--- src/rtl/serial_frame_gen_if.sv ---
`default_nettype none
// +----------------------------------------------------------------------+
// | serial_frame_gen_if                                                  |
// | Valid/ready byte channel feeding the serial frame generator.         |
// | Revision: 1.0                                                        |
// +----------------------------------------------------------------------+
interface serial_frame_gen_if;
  logic [7:0] DATA;
  logic       DATA_VALID;
  logic       DATA_READY;

  modport master (output DATA, output DATA_VALID, input DATA_READY);
  modport slave  (input DATA, input DATA_VALID, output DATA_READY);
endinterface
`default_nettype wire

--- src/rtl/serial_frame_gen.sv ---
`default_nettype none
// +----------------------------------------------------------------------+
// | serial_frame_gen                                                     |
// | Sync preamble plus 10-bit framed byte stream on DIN (30 MHz domain). |
// | Optional internal byte counter source: SERIAL_FRAME_GEN_PATTERN_EN.  |
// | Revision: 1.0                                                        |
// +----------------------------------------------------------------------+
module serial_frame_gen #(
  parameter int PRE_ZEROS   = 39,
  parameter int PRE_ONES    = 9,
  parameter int SYNC_FRAMES = 960,
  parameter int PAT_LEN     = 240
) (
  input  logic                     CLK_30MHZ,
  input  logic                     RSTN,
  serial_frame_gen_if.slave        byte_if,
  input  logic                     PAT_EN,
  output logic                     DIN,
  output logic                     IN_SYNC,
  output logic                     FRAME_DONE
);

  localparam logic [5:0]  ZEROS_LAST = 6'(PRE_ZEROS - 1);
  localparam logic [5:0]  ONES_LAST  = 6'(PRE_ONES - 1);
  localparam logic [10:0] SYNC_LIMIT = 11'(SYNC_FRAMES);

  typedef enum logic [2:0] {
    S_PRE0  = 3'd0,
    S_PRE1  = 3'd1,
    S_IDLE  = 3'd2,
    S_START = 3'd3,
    S_DATA  = 3'd4,
    S_STOP  = 3'd5
  } state_t;

  state_t      state, state_n;
  logic [5:0]  cnt, cnt_n;
  logic [9:0]  frame_cnt, frame_n;
  logic [7:0]  shreg, shreg_n;
  logic        ready, ready_n;
  logic        din_n, in_sync_n, frame_done_n;
  logic [10:0] frame_inc, frame_n_inc;
  logic        accept;
  logic        src_valid;
  logic [7:0]  src_byte;

`ifdef SERIAL_FRAME_GEN_PATTERN_EN
  localparam logic [7:0] PAT_LAST = 8'(PAT_LEN - 1);
  logic [7:0] pat_cnt;

  assign src_valid = PAT_EN ? 1'b1 : byte_if.DATA_VALID;
  assign src_byte  = PAT_EN ? pat_cnt : byte_if.DATA;

  // Survives preambles on purpose: only reset restarts the pattern.
  always_ff @(posedge CLK_30MHZ) begin
    if (!RSTN) begin
      pat_cnt <= '0;
    end else if (accept && PAT_EN) begin
      pat_cnt <= (pat_cnt == PAT_LAST) ? 8'd0 : pat_cnt + 8'd1;
    end
  end
`else
  logic unused_pat_en;
  assign unused_pat_en = PAT_EN;
  assign src_valid     = byte_if.DATA_VALID;
  assign src_byte      = byte_if.DATA;
`endif

  assign accept             = src_valid && ready;
  assign byte_if.DATA_READY = ready;
  assign frame_inc          = {1'b0, frame_cnt} + 11'd1;
  assign frame_n_inc        = {1'b0, frame_n} + 11'd1;

  always_ff @(posedge CLK_30MHZ) begin
    if (!RSTN) begin
      state      <= S_PRE0;
      cnt        <= '0;
      frame_cnt  <= '0;
      shreg      <= '0;
      ready      <= 1'b0;
      DIN        <= 1'b0;
      IN_SYNC    <= 1'b1;
      FRAME_DONE <= 1'b0;
    end else begin
      state      <= state_n;
      cnt        <= cnt_n;
      frame_cnt  <= frame_n;
      shreg      <= shreg_n;
      ready      <= ready_n;
      DIN        <= din_n;
      IN_SYNC    <= in_sync_n;
      FRAME_DONE <= frame_done_n;
    end
  end

  always_comb begin
    state_n = state;
    cnt_n   = cnt;
    frame_n = frame_cnt;
    shreg_n = shreg;
    case (state)
      S_PRE0: begin
        if (cnt == ZEROS_LAST) begin
          state_n = S_PRE1;
          cnt_n   = '0;
        end else begin
          cnt_n = cnt + 6'd1;
        end
      end
      S_PRE1: begin
        if (cnt == ONES_LAST) begin
          cnt_n   = '0;
          frame_n = '0;
          if (accept) begin
            state_n = S_START;
            shreg_n = src_byte;
          end else begin
            state_n = S_IDLE;
          end
        end else begin
          cnt_n = cnt + 6'd1;
        end
      end
      S_IDLE: begin
        if (accept) begin
          state_n = S_START;
          shreg_n = src_byte;
        end
      end
      S_START: begin
        state_n = S_DATA;
        cnt_n   = '0;
      end
      S_DATA: begin
        shreg_n = {shreg[6:0], 1'b0};
        if (cnt == 6'd7) begin
          state_n = S_STOP;
          cnt_n   = '0;
        end else begin
          cnt_n = cnt + 6'd1;
        end
      end
      S_STOP: begin
        if (frame_inc >= SYNC_LIMIT) begin
          state_n = S_PRE0;
          cnt_n   = '0;
          frame_n = '0;
        end else begin
          frame_n = frame_inc[9:0];
          if (accept) begin
            state_n = S_START;
            shreg_n = src_byte;
          end else begin
            state_n = S_IDLE;
          end
        end
      end
      default: begin
        state_n = S_PRE0;
        cnt_n   = '0;
        frame_n = '0;
      end
    endcase

    // Outputs are decoded from the next state so they leave the flops aligned with it.
    din_n        = (state_n == S_PRE1) || (state_n == S_START) ||
                   ((state_n == S_DATA) && shreg_n[7]);
    in_sync_n    = (state_n == S_PRE0) || (state_n == S_PRE1);
    frame_done_n = (state_n == S_STOP);
    ready_n      = (state_n == S_IDLE) ||
                   ((state_n == S_PRE1) && (cnt_n == ONES_LAST)) ||
                   ((state_n == S_STOP) && (frame_n_inc < SYNC_LIMIT));
  end

endmodule
`default_nettype wire

--- src/flat_wrapper.sv ---
// flat-port wrapper written by rule: the top's interface ports become plain ports
module serial_frame_gen_flat 
#(
  parameter int PRE_ZEROS   = 39,
  parameter int PRE_ONES    = 9,
  parameter int SYNC_FRAMES = 960,
  parameter int PAT_LEN     = 240
)
  (CLK_30MHZ, RSTN, PAT_EN, DIN, IN_SYNC, FRAME_DONE, byte_if_DATA, byte_if_DATA_VALID, byte_if_DATA_READY);
  serial_frame_gen_if byte_if_i ();
  input  logic CLK_30MHZ;
  input  logic RSTN;
  input  logic PAT_EN;
  output logic DIN;
  output logic IN_SYNC;
  output logic FRAME_DONE;
  input wire logic [$bits(byte_if_i.DATA)-1:0] byte_if_DATA;
  input wire logic [$bits(byte_if_i.DATA_VALID)-1:0] byte_if_DATA_VALID;
  output wire logic [$bits(byte_if_i.DATA_READY)-1:0] byte_if_DATA_READY;
  assign byte_if_i.DATA = byte_if_DATA;
  assign byte_if_i.DATA_VALID = byte_if_DATA_VALID;
  assign byte_if_DATA_READY = byte_if_i.DATA_READY;
  serial_frame_gen #(.PRE_ZEROS(PRE_ZEROS), .PRE_ONES(PRE_ONES), .SYNC_FRAMES(SYNC_FRAMES), .PAT_LEN(PAT_LEN)) u_core (.CLK_30MHZ(CLK_30MHZ), .RSTN(RSTN), .byte_if(byte_if_i), .PAT_EN(PAT_EN), .DIN(DIN), .IN_SYNC(IN_SYNC), .FRAME_DONE(FRAME_DONE));
endmodule
--- config.mk ---
export PLATFORM = sky130hd
export DESIGN_NAME = serial_frame_gen_flat
export DESIGN_NICKNAME = d
export VERILOG_FILES = /design/src/rtl/serial_frame_gen_if.sv /design/src/rtl/serial_frame_gen.sv /design/src/flat_wrapper.sv
export SDC_FILE = /design/constraint.sdc
export NUM_CORES = 1
export LEC_CHECK = 0
export BUFFER_PORTS_ARGS = -buffer_cell sky130_fd_sc_hd__buf_4
export CORE_ASPECT_RATIO = 1.2
export CORE_MARGIN = 4
export CORE_UTILIZATION = 41
export DETAILED_ROUTE_END_ITERATION = 10
export MAX_ROUTING_LAYER = met4
export PLACE_DENSITY = 0.57
export SETUP_SLACK_MARGIN = 0.5
export SYNTH_ARGS = -nofsm -noshare
export SYNTH_HDL_FRONTEND = slang
export SYNTH_SLANG_ARGS = --single-unit
--- constraint.sdc ---
create_clock -name CLK_30MHZ -period 2.15 [get_ports CLK_30MHZ]
set_input_delay 0.1075 -clock CLK_30MHZ [delete_from_list [all_inputs] [get_ports CLK_30MHZ]]
set_output_delay 0.1075 -clock CLK_30MHZ [all_outputs]
set_load 0.1 [all_outputs]
==> impl_metrics.ini <==
[logic_synthesis]
synth-adder-area-share_pct = 2.509
synth_compound_area_share_pct = 26.29
ys_warn_count = 0
syn_area_per_cell_um2 = 8.276
syn_nets = 257
synth_top_family_by_area = simple AND/OR/NAND/NOR gates
yosysMostFrequentCell = dfxtp_1
syn_area_um2 = 1994
synthFlopType = dfxtp_1
synth_seq_cells = 31
synth_xor_area_share_pct = 1.317
ys_top_cells_by_count = dfxtp_1 (31), nor2_1 (21), nand2_1 (20)
yosys.area.top_type = dfxtp_1
synthCells = 241
synth_top_area_share_pct = 31.12
synth.distinct_cells = 65
synth.mux.area_fraction_pct = 5.270
yosysSeqAreaShare_pct = 31.12
synth-edff-count = 0
ys_async_sr_fraction_pct = 0
synthSimpleGateAreaFrac_pct = 28.54
yosys-top-cells-area = dfxtp_1 (31%), mux2_2 (4.5%), nor2b_1 (4.4%)

[die]
num_rows = 27
die-area_um2 = 6049
die_w_um = 71.67
fp.coreArea_um2 = 4662
initial_utilization_pct = 42.78
io_pins = 16
chipHeight_um = 84.40

[routing]
viasPerCell = 5.646
drt_iter0_drc = 99
wl_um = 6187
first_pass_iters = 5
routedWlPerCell_um = 16.11
ant_nets = 0
drc = 0
vias = 2168

[power_and_ir_drop]
power.leakage_nw = 1.341
p_per_area_nw_per_um2 = 390.4
ir_worst_vdd_mv = 0.2924
total_power_w = 0.001276

[global_routing]
track_usage_pct = 20.73
first_global_vias = 2131
antenna_found_initial = 0
grt_first_pass_wirelength_um = 9770
grt_max_degree = 21
overflow = 0

[worst_setup_path]
rr_worst_depth = 10
regToRegEndpoint = u_core.cnt[2]$_SDFF_PN0_
end_kind = flip-flop
cp.arrival_ps = 2480
cp.buffers_inverters = 3
start_kind = flip-flop
cp_slowest_cell = mux2_4
reg2reg_slack_ps = -150
path_common_cell = buf_4
path_max_fanout = 5
crit_family = compound AO/OA/AOI/OAI gates
critPathKind = flip-flop to flip-flop
critPathMaxStageDelay_ps = 360
path_cells = buf_4, nand3_4, nor3_4, mux2_4, o21a_2, buf_4, o21a_2, buf_4, o21bai_1, and2_1
crit_required_ps = 2330
rr_startpoint = u_core.frame_cnt[2]$_SDFF_PN0_

[clocking]
clk_pin_slew_ps = 70
htree_levels = 2
clock-sinks = 31
clockRootBuffer = clkbuf_8
clock_latency_ps = 290
cts_hold_buffers = 0
clk_path_buf_depth = 2
cts_tree = yes
cts_made_buffers = 5

[timing]
setup_ws_ps = -149.1
worstMarginPinSlew_ps = 588.1
post-route-min-period_ps = 2299
final.setup_skew_ps = 6.097
fin_crit_sh_pct = 106.9
slew_headroom_pct = 60.49
rsz0062_at_grt = yes
timing.hold.ws_ps = 101.1
finalMaxSlewViolations = 0
fmax_ghz = 0.4350
setup_violations = 15
finalHoldViolCount = 0

[finish]
layout-drive-gt1-share_pct = 53.07
nets = 341
n_fill_cell = 354
n_antenna_cell = 0
area_growth_pct = 63.93

[min_path]
hp-start = byte_if_DATA[0]
holdPathEnd = u_core.shreg[0]$_SDFFE_PN0P_
worstHoldPathCells = 3
hp-class = input pin to flip-flop

[outcome]
violations = negative setup slack
status = finished, violations left

[job]
max_cap_violations = 0

[placement]
numPortBuffers = 14
hpwl_um = 4088
place_congestion = 0.8409
[final cells by class]
| class | instances | area, µm² | share of cell area [%] |
|---|---|---|---|
| repair buffers | 90 | 757.0 | 23.15 |
| clock buffers | 6 | 82.58 | 2.526 |
| well taps | 58 | 72.57 | 2.220 |
| inverters | 6 | 25.02 | 0.7654 |
| clock inverters | 2 | 35.03 | 1.072 |
| multi-input cells | 191 | 1658 | 50.71 |
| flip-flops and latches | 31 | 639.4 | 19.56 |
[report_power, final]
part	total, W	switching, W	leakage, nW	internal (W)
combinational	0.0000932	0.0000428	1.02	0.0000504
sequential	0.000580	0.00000425	0.255	0.000576
clock	0.000603	0.000228	0.0612	0.000375
total	0.00128	0.000275	1.34	0.00100
[routing by layer]
layer  vias to the layer above  global-route usage [%]  wire (µm)  part of all wire (%)
li1                       1076                       -          -                     -
met1                      1053                   22.70       2584                    42
met2                        31                   36.96       3332                    54
met3                         8                   3.832        166                   2.7
met4                         0                   7.009        102                   1.6
met5                         -                       -          0                     0
[cell usage in the layout (no fill, tap or decap), drive strengths merged, types with 3 or more instances in the layout]
master,Yosys,layout
nand4,4,4
nand3b,3,3
a31o,3,3
nor3,6,6
a31oi,4,4
inv,6,6
nor2,21,21
clkbuf,6,6
buf,7,90
xnor2,3,3
and3b,3,3
dfxtp,31,31
nor2b,14,14
a222oi,7,7
ha,4,4
nand2b,5,5
a22oi,3,3
and2,4,4
a21o,3,3
nand3,6,6
o21a,3,3
a21oi,14,14
and3,4,4
o21ai,16,16
mux2,9,9
nand2,21,21
[timing repair]
| item | CTS | global route |
|---|---|---|
| gates cloned | 0 | 0 |
| setup endpoints to repair | 30 | 30 |
| buffers inserted | 10 | 7 |
| resized for setup | 33 | 34 |
| pin swaps | 16 | 24 |
[worst reg2reg max path: stages, from the launching register on]
cell      delay, ps
dfxtp_4         340
buf_4           120
nand3_4         100
nor3_4          240
mux2_4          360
o21a_2          250
buf_4           150
o21a_2          230
buf_4           130
o21bai_1        140
and2_1          150
[logic make-up (layout without fill, tap and decap cells)]
kind of cell	after synthesis	after routing
flops	31	31
xor+xnor	3	3
compound gates	72	72
buf+inv	19	104
simple gates	103	103
fa+ha+maj	4	4
mux	9	9
[worst max path at each step]
stage,start,endpoint,cells past startpoint
after floorplan,u_core.cnt[0]$_SDFF_PN0_,u_core.byte_if.DATA_READY$_SDFF_PN0_,10
after global placement,u_core.cnt[1]$_SDFF_PN0_,u_core.byte_if.DATA_READY$_SDFF_PN0_,10
after detailed placement,u_core.frame_cnt[1]$_SDFF_PN0_,u_core.byte_if.DATA_READY$_SDFF_PN0_,9
after CTS,u_core.frame_cnt[1]$_SDFF_PN0_,u_core.byte_if.DATA_READY$_SDFF_PN0_,9
after global routing,u_core.frame_cnt[1]$_SDFF_PN0_,u_core.byte_if.DATA_READY$_SDFF_PN0_,9
final,u_core.frame_cnt[2]$_SDFF_PN0_,u_core.cnt[2]$_SDFF_PN0_,10
[sequential cells by signal, summed over array words and instances (netlist names)]
| name | count |
|---|---|
| u_core.DIN | 1 |
| u_core.FRAME_DONE | 1 |
| u_core.IN_SYNC | 1 |
| u_core.byte_if.DATA_READY | 1 |
| u_core.cnt | 6 |
| u_core.frame_cnt | 10 |
| u_core.shreg | 8 |
| u_core.state | 3 |
[stage by stage]
step	instances	TNS [ps]	setup WS (ps)	cell area, µm²	util, %
after floorplan	241	0	48.71	2118	-
after global placement	359	-273.9	-178.5	2655	56.95
after detailed placement	359	-292.4	-200.4	2655	56.95
after CTS	377	-635.8	-143.9	3027	64.92
after global routing	384	-2335	-230.5	3269	70.13
final	384	-831.9	-149.1	3269	70.13
Note: power is estimated with default switching activity, not from simulation.
